==> config.mk <==
export PLATFORM = sky130hd
export DESIGN_NAME = display_scheduler
export DESIGN_NICKNAME = d
export VERILOG_FILES = /design/src/rtl/display_pkg.sv /design/src/rtl/scan_tick_gen.sv /design/src/rtl/display_scheduler.sv
export SDC_FILE = /design/constraint.sdc
export NUM_CORES = 1
export LEC_CHECK = 0
export BUFFER_PORTS_ARGS = -buffer_cell sky130_fd_sc_hd__buf_4
export CORE_UTILIZATION = 59
export DETAILED_ROUTE_END_ITERATION = 6
export GPL_TIMING_DRIVEN = 0
export PLACE_DENSITY = 0.79
export SLEW_MARGIN = 40
export SYNTH_ARGS = -nofsm -noshare
export SYNTH_HDL_FRONTEND = slang
export SYNTH_SLANG_ARGS = --single-unit
==> constraint.sdc <==
create_clock -name clk -period 1.8 [get_ports clk]
set_input_delay 0.18 -clock clk [delete_from_list [all_inputs] [get_ports clk]]
set_output_delay 0.18 -clock clk [all_outputs]
set_load 0.02 [all_outputs]
==> src/rtl/display_pkg.sv <==
// Shared types and constants for the vending display scheduler.
// Source indices, FSM encoding and priority helpers.
package display_pkg;

   typedef enum logic [1:0] {
      ST_IDLE = 2'd0,
      ST_SHOW = 2'd1,
      ST_KEEP = 2'd2
   } state_e;

   localparam logic [1:0] SRC_BAL = 2'd0;
   localparam logic [1:0] SRC_CHG = 2'd1;
   localparam logic [1:0] SRC_ERR = 2'd2;

   localparam logic [3:0] BLANK = 4'hF;

   function automatic logic [1:0] prio_pick(
      input logic [2:0] r
   );
      logic [1:0] s;
      s = SRC_BAL;
      if (r[2])
         s = SRC_ERR;
      else if (r[1])
         s = SRC_CHG;
      return s;
   endfunction

   function automatic logic [2:0] src_onehot(
      input logic [1:0] s
   );
      logic [2:0] oh;
      oh = 3'b000;
      case (s)
         SRC_BAL: oh = 3'b001;
         SRC_CHG: oh = 3'b010;
         SRC_ERR: oh = 3'b100;
         default: oh = 3'b000;
      endcase
      return oh;
   endfunction

   // Requests that outrank the given owner.
   function automatic logic [2:0] higher_mask(
      input logic [1:0] s
   );
      logic [2:0] m;
      m = 3'b000;
      case (s)
         SRC_BAL: m = 3'b110;
         SRC_CHG: m = 3'b100;
         default: m = 3'b000;
      endcase
      return m;
   endfunction

endpackage

==> src/rtl/scan_tick_gen.sv <==
// Free-running divider: one-clk tick every DIV cycles.
// Tick is registered and follows the terminal count by one cycle.
module scan_tick_gen #(
   parameter int DIV = 25000
) (
   input  logic clk,
   input  logic rst_n,
   output logic tick
);

   localparam int CW = (DIV > 2) ? $clog2(DIV) : 1;
   localparam logic [CW-1:0] LAST = CW'(DIV - 1);

   logic [CW-1:0] cnt_q;
   logic          at_last;

   assign at_last = (cnt_q == LAST);

   always_ff @(posedge clk or negedge rst_n) begin
      if (!rst_n) begin
         cnt_q <= '0;
         tick  <= 1'b0;
      end else begin
         tick  <= at_last;
         cnt_q <= at_last ? '0 : cnt_q + CW'(1);
      end
   end

endmodule

==> src/rtl/display_scheduler.sv <==
// Priority arbiter for the two-digit display: hold time,
// error blinking and scan tick generation.
module display_scheduler
   import display_pkg::*;
#(
   parameter int SCAN_DIV    = 25000,
   parameter int HOLD_TICKS  = 400,
   parameter int BLINK_TICKS = 200
) (
   input  logic       clk,
   input  logic       rst_n,
   input  logic [2:0] req,
   input  logic [3:0] val0,
   input  logic [3:0] val1,
   input  logic [3:0] val2,
   output logic [2:0] grant,
   output logic [3:0] display_num,
   output logic       display_tick,
   output logic       busy
);

   localparam int HW = $clog2(HOLD_TICKS + 1);
   localparam int BW = $clog2(BLINK_TICKS + 1);
   localparam logic [HW-1:0] HOLD_LAST = HW'(HOLD_TICKS - 1);
   localparam logic [BW-1:0] BLNK_LAST = BW'(BLINK_TICKS - 1);

   // Async assert, two-flop synchronised release.
   logic [1:0] rst_sync_q;
   logic       rst_int_n;

   always_ff @(posedge clk or negedge rst_n) begin
      if (!rst_n)
         rst_sync_q <= 2'b00;
      else
         rst_sync_q <= {rst_sync_q[0], 1'b1};
   end

   assign rst_int_n = rst_sync_q[1];

   logic tick;

   scan_tick_gen #(
      .DIV (SCAN_DIV)
   ) u_tick (
      .clk   (clk),
      .rst_n (rst_int_n),
      .tick  (tick)
   );

   assign display_tick = tick;

   state_e        state_q, state_d;
   logic [1:0]    own_q, own_d;
   logic [HW-1:0] hold_q, hold_d;
   logic [BW-1:0] blink_q, blink_d;
   logic          phase_q, phase_d;
   logic [3:0]    val_q, val_d;
   logic [2:0]    grant_d;
   logic [3:0]    num_d;

   logic [1:0] top_src;
   logic [3:0] top_val;
   logic [3:0] own_val;
   logic       any_req;
   logic       own_req;
   logic       higher;
   logic       hold_done;
   logic       granting;

   assign top_src   = prio_pick(req);
   assign any_req   = |req;
   assign own_req   = |(req & src_onehot(own_q));
   assign higher    = |(req & higher_mask(own_q));
   assign hold_done = tick && (hold_q == HOLD_LAST);

   always_comb begin
      top_val = val0;
      case (top_src)
         SRC_CHG: top_val = val1;
         SRC_ERR: top_val = val2;
         default: top_val = val0;
      endcase
   end

   always_comb begin
      own_val = val0;
      case (own_q)
         SRC_CHG: own_val = val1;
         SRC_ERR: own_val = val2;
         default: own_val = val0;
      endcase
   end

   always_comb begin
      state_d  = state_q;
      own_d    = own_q;
      hold_d   = hold_q;
      blink_d  = blink_q;
      phase_d  = phase_q;
      val_d    = val_q;
      granting = 1'b0;

      unique case (state_q)
         ST_IDLE: begin
            granting = any_req;
         end
         ST_SHOW: begin
            // Error preemption outranks hold expiry.
            if (req[SRC_ERR] && own_q != SRC_ERR)
               granting = 1'b1;
            else if (hold_done) begin
               if (own_req && !higher)
                  state_d = ST_KEEP;
               else if (any_req)
                  granting = 1'b1;
               else
                  state_d = ST_IDLE;
            end else if (tick)
               hold_d = hold_q + HW'(1);
         end
         ST_KEEP: begin
            if (higher || (!own_req && any_req))
               granting = 1'b1;
            else if (!any_req)
               state_d = ST_IDLE;
         end
         default: begin
            state_d = ST_IDLE;
         end
      endcase

      if (granting) begin
         state_d = ST_SHOW;
         own_d   = top_src;
         hold_d  = '0;
         blink_d = '0;
         phase_d = 1'b0;
         val_d   = top_val;
      end else if (state_q != ST_IDLE) begin
         if (own_req)
            val_d = own_val;
         if (tick) begin
            if (blink_q == BLNK_LAST) begin
               blink_d = '0;
               phase_d = ~phase_q;
            end else
               blink_d = blink_q + BW'(1);
         end
      end

      grant_d = 3'b000;
      num_d   = BLANK;
      if (state_d != ST_IDLE) begin
         grant_d = src_onehot(own_d);
         if (!(own_d == SRC_ERR && phase_d))
            num_d = val_d;
      end
   end

   always_ff @(posedge clk or negedge rst_int_n) begin
      if (!rst_int_n) begin
         state_q     <= ST_IDLE;
         own_q       <= SRC_BAL;
         hold_q      <= '0;
         blink_q     <= '0;
         phase_q     <= 1'b0;
         val_q       <= BLANK;
         grant       <= 3'b000;
         display_num <= BLANK;
         busy        <= 1'b0;
      end else begin
         state_q     <= state_d;
         own_q       <= own_d;
         hold_q      <= hold_d;
         blink_q     <= blink_d;
         phase_q     <= phase_d;
         val_q       <= val_d;
         grant       <= grant_d;
         display_num <= num_d;
         busy        <= (state_d != ST_IDLE);
      end
   end

endmodule

==> flow_metrics.py, run 1 <==
metrics = {
    "die": {
        "dieArea_um2": 4963,
        "io_pins": 26,
        "die_h_um": 70.45,
        "rows": 24,
        "die_x_um": 70.45,
        "initial_core_util_pct": 62.61,
        "core_um2": 4414,
    },
    "clock_network": {
        "cts-root-buf": "clkbuf_8",
        "clk_pin_slew_ps": 100,
        "cts_buffer_depth": 2,
        "numCtsBuffers": 5,
        "clock_latency_ps": 310,
        "htree_num_levels": 2,
        "cts_tree": "built",
        "cts_sinks": 52,
    },
    "worst_setup_path": {
        "critPathMaxFanout": 9,
        "crit_path_end_kind": "flip-flop",
        "required_ps": 2020,
        "reg2reg_slack_ps": -860,
        "critPathLaunchType": "flip-flop",
        "setup.worst_path.class": "flip-flop to flip-flop",
        "arrival_ps": 2880,
    },
    "timing": {
        "setup_ws_ps": -858.6,
        "finalHoldViolCount": 0,
        "rsz0062_at_grt": "true",
        "finClkSkew_ps": 6.181,
        "fin_crit_ps": 2659,
        "setup_tns_ps": -21860,
        "max_freq_mhz": 376.1,
        "drv_slew": 0,
        "worst_pin_slew_ps": 774.7,
        "relSlewSlack_pct": 48.08,
        "fin_crit_sh_pct": 147.7,
        "setup_viol": 34,
    },
    "synth": {
        "synthCells": 284,
        "synth-async-reset-ratio_pct": 100.0,
        "synthesis.area_um2": 2764,
        "synth-edff-count": 0,
        "synthDistinctLibCells": 46,
        "synth_flop_cell": "dfrtp_1",
        "ys_ff_latch": 52,
        "yosys_warnings": 0,
        "ys_seq_area_share_pct": 47.44,
        "syn-num-nets": 309,
        "synth.avg_cell_area_um2": 9.732,
    },
    "route": {
        "vias": 2460,
        "vias_per_cell": 6.212,
        "drc_errors": 0,
        "wl_met3_um": 393,
        "topRoutingLayerUsed": "met4",
        "wl_met1_um": 3076,
        "drtIter0Drc": 285,
        "wire_per_inst_um": 19.48,
        "first_pass_iters": 4,
        "totalWireLength_um": 7715,
        "ant_nets": 0,
        "dr_wl_met2_um": 3984,
    },
    "worst_hold_path": {
        "hold_class": "flip-flop to asynchronous set/reset pin",
    },
    "place": {
        "place_area_um2": 3057,
        "port_buffers": 23,
        "pre_cts_ws_ps": -793.4,
        "place.gp.congestion": 0.8228,
        "place_hpwl_um": 3907,
    },
    "outcome": {
        "violations": "negative setup slack",
        "status": "complete, but fails checks",
    },
    "global_routing": {
        "grt_pass1_wl_um": 10080,
        "grt-ovfl-total": 0,
        "track_usage_pct": 26.31,
        "grt_max_degree": 43,
        "grt_pass1_vias": 2103,
        "antenna_found_initial": 0,
    },
    "power_and_ir_drop": {
        "vdd_drop_max_mv": 0.5301,
        "power_density_nw_per_um2": 936.0,
        "total_leakage_power_uw": 0.001594,
    },
    "cells_and_area": {
        "antenna_cells": 0,
        "final_layout_size_suffix_gt1_share_pct": 40.41,
        "fin_nets": 368,
        "area_growth_pct": 35.58,
        "final_area_um2": 3747,
    },
    "job": {
        "drv_cap": 0,
    },
}
==> Yosys cell counts (4+ instances only) <==
cell	n	area share, %
dfrtp_1	44	40
nor2_1	40	5.4
a21oi_1	20	3.6
nand2_1	20	2.7
xor2_1	18	5.7
nand4_1	14	3.2
nand3_1	11	2.0
nor3_1	9	1.6
dfstp_2	8	7.6
ha_1	8	3.6
xnor2_1	8	2.5
mux2i_1	7	2.5
o21ai_0	7	1.3
nor2b_1	6	1.4
or2_2	6	1.4
buf_2	5	0.91
a22oi_1	4	1.1
clkbuf_1	4	0.54
inv_1	4	0.54
or4b_1	4	1.4
==> sequential cells by signal, indices dropped and copies added, names as in the netlist <==
name	flops
own_q	2
state_q	2
val_q	4
u_tick.cnt_q	15
rst_sync_q	2
hold_q	9
u_tick.tick	1
busy	1
display_num	4
phase_q	1
blink_q	8
grant	3
==> cells in the final DEF (no fill, tap or decap), drive strengths merged, types with 10 or more instances in the layout <==
cell type,instances
buf,58
dfrtp,44
nor2,40
nand2,20
a21oi,20
xor2,18
nand4,14
nand3,11
nor3,11
clkbuf,10
==> per-layer routing <==
layer	GRT usage [%]	vias to the layer above
met5	0	-
met4	9.778	0
met3	4.329	30
met2	42.33	98
met1	35.79	1216
li1	-	1116
==> worst max-delay path, cell delays in order, from the launching register on <==
cell	delay, ps
dfrtp_2	480
inv_4	110
buf_4	110
buf_4	90
ha_2	250
nand3b_1	150
o21a_1	220
o32a_2	480
a21oi_4	110
or4b_1	560
==> power by group <==
group / switching [µW] / internal [µW] / leakage (µW)
clock: 393 / 315 / 0.0000516
sequential: 66.4 / 1350 / 0.000664
combinational: 730 / 648 / 0.000878
total: 1190 / 2320 / 0.00159
==> kinds of logic (layout without fill, tap and decap cells) <==
group           count (synthesis)  in the layout  share of synthesized area (%)
mux                             9              9                          3.350
flops                          52             52                          47.44
buf+inv                        15             75                          2.534
compound gates                 41             41                          9.280
fa+ha+maj                       9              9                          3.984
xor+xnor                       26             26                          8.239
simple gates                  131            131                          25.03
other cells                     1              1                         0.1357
==> final timing paths <==
path / startpoint / end / cells after the start
worst max-delay path: own_q[0] / display_num[2] / 9
worst min-delay path: rst_sync_q[1] / u_tick.cnt_q[1] / 0
worst max register to register: own_q[0] / display_num[2] / 9
worst min register to register: rst_sync_q[1] / u_tick.cnt_q[1] / 0
max in group asynchronous: rst_sync_q[1] / display_num[0] / 1
min in group clk: req[1] / grant[0] / 4
==> per-stage QoR <==
stage,util (%),hold WS [ps],power (µW),std cells
finish,84.89,149.7,3508,396
global route,84.89,167.2,3637,396
CTS,76.13,153.8,3181,383
detailed placement,69.25,-34.28,2288,360
global placement,68.59,-36.84,2266,359
floorplan,-,-115.6,2026,284
==> layout make-up <==
| class | instances | area, µm² |
|---|---|---|
| plain buffers | 9 | 86.33 |
| clock buffers | 6 | 82.58 |
| clock inverters | 2 | 13.76 |
| fillers | 229 | 666.9 |
| inverters | 4 | 20.02 |
| multi-input cells | 217 | 1698 |
| flip-flops and latches | 52 | 1318 |
| well taps | 52 | 65.06 |
| repair buffers | 54 | 464.2 |
==> what timing repair did <==
action                                 CTS  global route
setup endpoints to repair               33            42
resized for setup                       23            69
buffers inserted                        12            17
gates cloned                             2             1
hold buffers                             1             0
pin swaps                               11            25
endpoints found under the hold margin    2             0
No activity file was read; power rests on OpenSTA's default activity.
==> run 2: changes to the inputs <==
CORE_MARGIN = 5   (was default)
CORE_UTILIZATION = 53   (was 59)
PLACE_DENSITY = 0.75   (was 0.79)
SKIP_CTS_REPAIR_TIMING = 1   (was default)
clock period = 2.25 ns   (was 1.8 ns; I/O delays follow)
==> flow_metrics.py, run 2 (synthesis gave the netlist of run 1 again) <==
metrics = {
    "clock_network": {
        "clock_latency_ps": 310,
        "cts_buffer_depth": 2,
        "clk_pin_slew_ps": 90,
        "htree_num_levels": 2,
        "cts_sinks": 52,
        "numCtsBuffers": 5,
        "cts-root-buf": "clkbuf_8",
        "cts_tree": "built",
    },
    "route": {
        "ant_nets": 0,
        "wire_per_inst_um": 15.72,
        "first_pass_iters": 4,
        "vias": 2242,
        "totalWireLength_um": 6274,
        "drc_errors": 0,
        "drtIter0Drc": 178,
        "vias_per_cell": 5.619,
    },
    "global_routing": {
        "antenna_found_initial": 0,
        "grt_use_met2_pct": 29.89,
        "grt_pass1_vias": 2098,
        "busiest_layer": "met2",
        "grt_util_met3_pct": 3.579,
        "grt-ovfl-total": 0,
        "grt_max_degree": 34,
        "met1_usage_pct": 24.42,
        "grt_pass1_wl_um": 9466,
        "track_usage_pct": 18.23,
    },
    "outcome": {
        "violations": "negative setup slack",
        "status": "complete, but fails checks",
    },
    "place": {
        "place.gp.congestion": 0.8214,
        "port_buffers": 23,
        "dp.cells": 378,
        "place_hpwl_um": 3940,
    },
    "job": {
        "drv_cap": 0,
    },
    "worst_setup_path": {
        "reg2reg_slack_ps": -320,
        "critPathLaunchType": "flip-flop",
        "arrival_ps": 2780,
        "rr_endpoint": "display_num[0]",
        "setup.worst_path.class": "flip-flop to flip-flop",
        "reg2regPathDepth": 6,
        "required_ps": 2470,
        "critical_path.startpoint": "own_q[0]",
        "cp-endpoint": "display_num[0]",
        "crit_path_end_kind": "flip-flop",
        "critPathMaxFanout": 7,
        "r2r-start": "own_q[0]",
    },
    "cells_and_area": {
        "top_register": "u_tick.cnt_q",
        "stdcell_count": 399,
        "final_layout_size_suffix_gt1_share_pct": 29.79,
        "mostFrequentLayoutCells": "41 x dfrtp_1, 39 x nor2_1, 32 x buf_4",
        "area_growth_pct": 25.53,
        "final_common_cell": "dfrtp_1",
        "largestRegisters": "u_tick.cnt_q x15, hold_q x9, blink_q x8",
        "antenna_cells": 0,
        "largest_register_ff_count": 15,
        "fin_nets": 353,
    },
    "timing": {
        "finalHoldViolCount": 0,
        "setup_ws_ps": -318.7,
        "setup_viol": 31,
        "fin_crit_sh_pct": 114.2,
        "relSlewSlack_pct": 51.93,
        "rsz0062_at_grt": "true",
        "worst_pin_slew_ps": 717.2,
        "hold_slack_ps": 195.0,
        "max_freq_mhz": 389.3,
        "fin_crit_ps": 2569,
        "drv_slew": 0,
        "finClkSkew_ps": 11.09,
    },
    "die": {
        "die_x_um": 82.22,
        "die_h_um": 82.22,
        "core_um2": 5075,
        "dieArea_um2": 6759,
        "rows": 26,
        "io_pins": 26,
        "initial_core_util_pct": 54.46,
    },
    "power_and_ir_drop": {
        "power_uw": 2623,
        "vdd_drop_max_mv": 0.4186,
        "total_leakage_power_uw": 0.001498,
        "power_density_nw_per_um2": 755.9,
    },
    "worst_hold_path": {
        "hold_class": "flip-flop to asynchronous set/reset pin",
    },
}
==> run 2: cell types whose count changed in the layout (fill, tap and decap cells not counted), moves of 3 or more <==
cell / change
buf_4: -13
nor2_1: +10
a21oi_4: -4
o21ai_0: +4
a21oi_2: +3
nor2_4: -8
==> run 2: critical path, stage by stage, from the launching register on <==
cell	delay (ps)
dfrtp_2	490
ha_4	190
a222oi_1	560
a211oi_4	140
o32ai_4	380
or4b_4	240
or4b_4	470
==> run 2: per-layer routing <==
layer	share of wire, %	wire, µm	vias to the layer above
met1	44	2765	1108
met3	3.3	210	11
li1	-	-	1083
met4	1.7	104	0
met2	51	3194	40
met5	0	0	-
==> run 2: layout make-up <==
cell class | count | area, µm²
clock buffers | 8 | 100.1
fillers | 406 | 1605
well taps | 70 | 87.58
inverters | 4 | 20.02
multi-input cells | 217 | 1546
repair buffers | 37 | 317.8
flip-flops and latches | 52 | 1318
plain buffers | 11 | 80.08
==> run 2: how the worst min path moves through the flow <==
stage	slack [ps]	endpoint	depth (start not counted)	start
after floorplan	-70	rst_sync_q[0]	0	rst_n
after global placement	7	rst_sync_q[0]	1	rst_n
after detailed placement	8	rst_sync_q[0]	1	rst_n
after CTS	-320	rst_sync_q[1]	1	rst_n
after global routing	220	hold_q[3]	0	rst_sync_q[1]
final	190	hold_q[7]	0	rst_sync_q[1]
==> run 2: metrics by stage <==
step	cell area, µm²	setup WS [ps]	setup TNS (ps)	utilization, %
after floorplan	2764	10.51	0	-
after global placement	3024	-367.2	-2634	59.59
after detailed placement	3053	-368.2	-3340	60.16
after CTS	3153	-370.6	-3348	62.13
after global routing	3470	-357.4	-6134	68.37
final	3470	-318.7	-4524	68.37
==> run 2: power breakdown <==
part / switching [µW] / internal, µW
logic: 475 / 434
clock network: 292 / 281
registers: 56.8 / 1080
==> run 3: changes to the inputs <==
SKIP_LAST_GASP = 1   (was default)
==> flow_metrics.py, run 3 (synthesis gave the netlist of run 1 again) <==
metrics = {
    "outcome": {
        "status": "complete, but fails checks",
        "violations": "negative setup slack",
    },
    "timing": {
        "fin_crit_ps": 2549,
        "fin_crit_sh_pct": 113.3,
        "finClkSkew_ps": 12.65,
        "finalHoldViolCount": 0,
        "drv_slew": 0,
        "rsz0062_at_grt": "true",
        "relSlewSlack_pct": 51.94,
        "setup_ws_ps": -299.0,
        "worst_pin_slew_ps": 717.0,
        "max_freq_mhz": 392.3,
        "setup_viol": 30,
    },
    "cells_and_area": {
        "stdcell_count": 399,
        "regArea_um2": 1318,
        "final_layout_size_suffix_gt1_share_pct": 28.27,
        "multiInputGateArea_um2": 1520,
        "antenna_cells": 0,
        "mostFrequentLayoutCells": "41 x dfrtp_1, 40 x nor2_1, 32 x buf_4",
        "top_register": "u_tick.cnt_q",
        "area_growth_pct": 24.49,
        "fin_nets": 353,
        "fill_cells": 416,
        "final_common_cell": "dfrtp_1",
        "largestRegisters": "u_tick.cnt_q x15, hold_q x9, blink_q x8",
        "largest_register_ff_count": 15,
    },
    "worst_setup_path": {
        "crit_path_end_kind": "flip-flop",
        "arrival_ps": 2760,
        "reg2reg_slack_ps": -300,
        "rr_endpoint": "display_num[0]",
        "critPathLaunchType": "flip-flop",
        "path_common_cell": "or4b_4",
        "r2r-start": "own_q[0]",
        "cp_cell_sequence": "ha_4 -> a222oi_1 -> a211oi_4 -> o32ai_4 -> or4b_4 -> or4b_4",
        "critPathMaxFanout": 7,
        "reg2regPathDepth": 6,
        "setup.worst_path.class": "flip-flop to flip-flop",
        "slowest_stage": "a222oi_1",
        "required_ps": 2460,
        "critical_path.max_stage_delay_ps": 540,
    },
    "die": {
        "dieArea_um2": 6759,
        "core_um2": 5075,
        "die_h_um": 82.22,
        "rows": 26,
        "initial_core_util_pct": 54.46,
        "die_x_um": 82.22,
        "io_pins": 26,
    },
    "job": {
        "drv_cap": 0,
    },
    "clock_network": {
        "clock_latency_ps": 310,
        "cts_sinks": 52,
        "cts_buffer_depth": 2,
        "cts-root-buf": "clkbuf_8",
        "cts_tree": "built",
        "clk_pin_slew_ps": 100,
        "numCtsBuffers": 5,
        "htree_num_levels": 2,
    },
    "route": {
        "vias_per_cell": 5.677,
        "vias": 2265,
        "ant_nets": 0,
        "drc_errors": 0,
        "first_pass_iters": 4,
        "totalWireLength_um": 6158,
        "wire_per_inst_um": 15.43,
        "drtIter0Drc": 151,
    },
    "power_and_ir_drop": {
        "total_leakage_power_uw": 0.001496,
        "vdd_drop_max_mv": 0.4329,
        "power_density_nw_per_um2": 758.1,
        "power_uw": 2609,
    },
    "global_routing": {
        "grt-ovfl-total": 0,
        "antenna_found_initial": 0,
        "grt_max_degree": 34,
        "track_usage_pct": 18.23,
        "grt_pass1_vias": 2098,
        "grt_pass1_wl_um": 9466,
    },
    "worst_hold_path": {
        "hold_class": "flip-flop to asynchronous set/reset pin",
    },
    "place": {
        "dp.cells": 378,
        "place.gp.congestion": 0.8214,
        "place_hpwl_um": 3940,
        "port_buffers": 23,
    },
}
## run 3: worst max-delay path, delay by kind of cell, from the launching register on
kind / cells / cell delay (ps)
adders and majority gates: 1 / 190
and+or+nand+nor: 2 / 710
DFF: 1 / 490
AOI/OAI and AO/OA: 3 / 1060
## run 3: how the worst max path moves through the flow
| stage | startpoint | slack (ps) | depth (start not counted) | endpoint |
|---|---|---|---|---|
| detailed placement | own_q[0] | -370 | 7 | display_num[0] |
| CTS | own_q[0] | -370 | 7 | display_num[0] |
| global route | own_q[0] | -310 | 7 | display_num[2] |
| floorplan | own_q[0] | 10 | 7 | display_num[0] |
| finish | own_q[0] | -300 | 6 | display_num[0] |
| global placement | own_q[0] | -370 | 7 | display_num[0] |
## run 3: where the power goes
| group | switching (µW) | leakage, µW | internal [µW] | total, µW |
|---|---|---|---|---|
| clock | 297 | 0.0000515 | 281 | 578 |
| sequential | 56.5 | 0.000664 | 1080 | 1140 |
| combinational | 464 | 0.000780 | 427 | 891 |
| total | 817 | 0.00150 | 1790 | 2610 |
## run 3: layer usage
metal / GRT usage, % / wire [µm] / up-vias / part of all wire (%)
met4: 5.648 / 159 / 0 / 2.6
met5: 0 / 0 / - / 0
met3: 3.579 / 260 / 19 / 4.2
met1: 24.42 / 2667 / 1100 / 43
li1: - / - / 1082 / -
met2: 29.89 / 3071 / 64 / 50
## run 3: layout make-up
type | count | share of cell area, %
multi-input combinational | 217 | 44.18
sequential | 52 | 38.29
timing repair buffer | 37 | 9.236
clock buffer | 8 | 2.909
tap | 70 | 2.545
buffer | 11 | 2.255
inverter | 4 | 0.5818
## run 3: per-stage QoR
step | TNS, ps | setup slack (ps) | utilization (%) | cell area [µm²] | hold WS (ps)
2_1_floorplan | 0 | 10.51 | - | 2764 | -70.59
3_3_place_gp | -2634 | -367.2 | 59.59 | 3024 | 7.192
3_5_place_dp | -3340 | -368.2 | 60.16 | 3053 | 8.345
4_1_cts | -3348 | -370.6 | 62.13 | 3153 | -319.1
5_1_grt | -5239 | -313.5 | 67.80 | 3441 | 217.7
6_report | -4273 | -299.0 | 67.80 | 3441 | 192.5
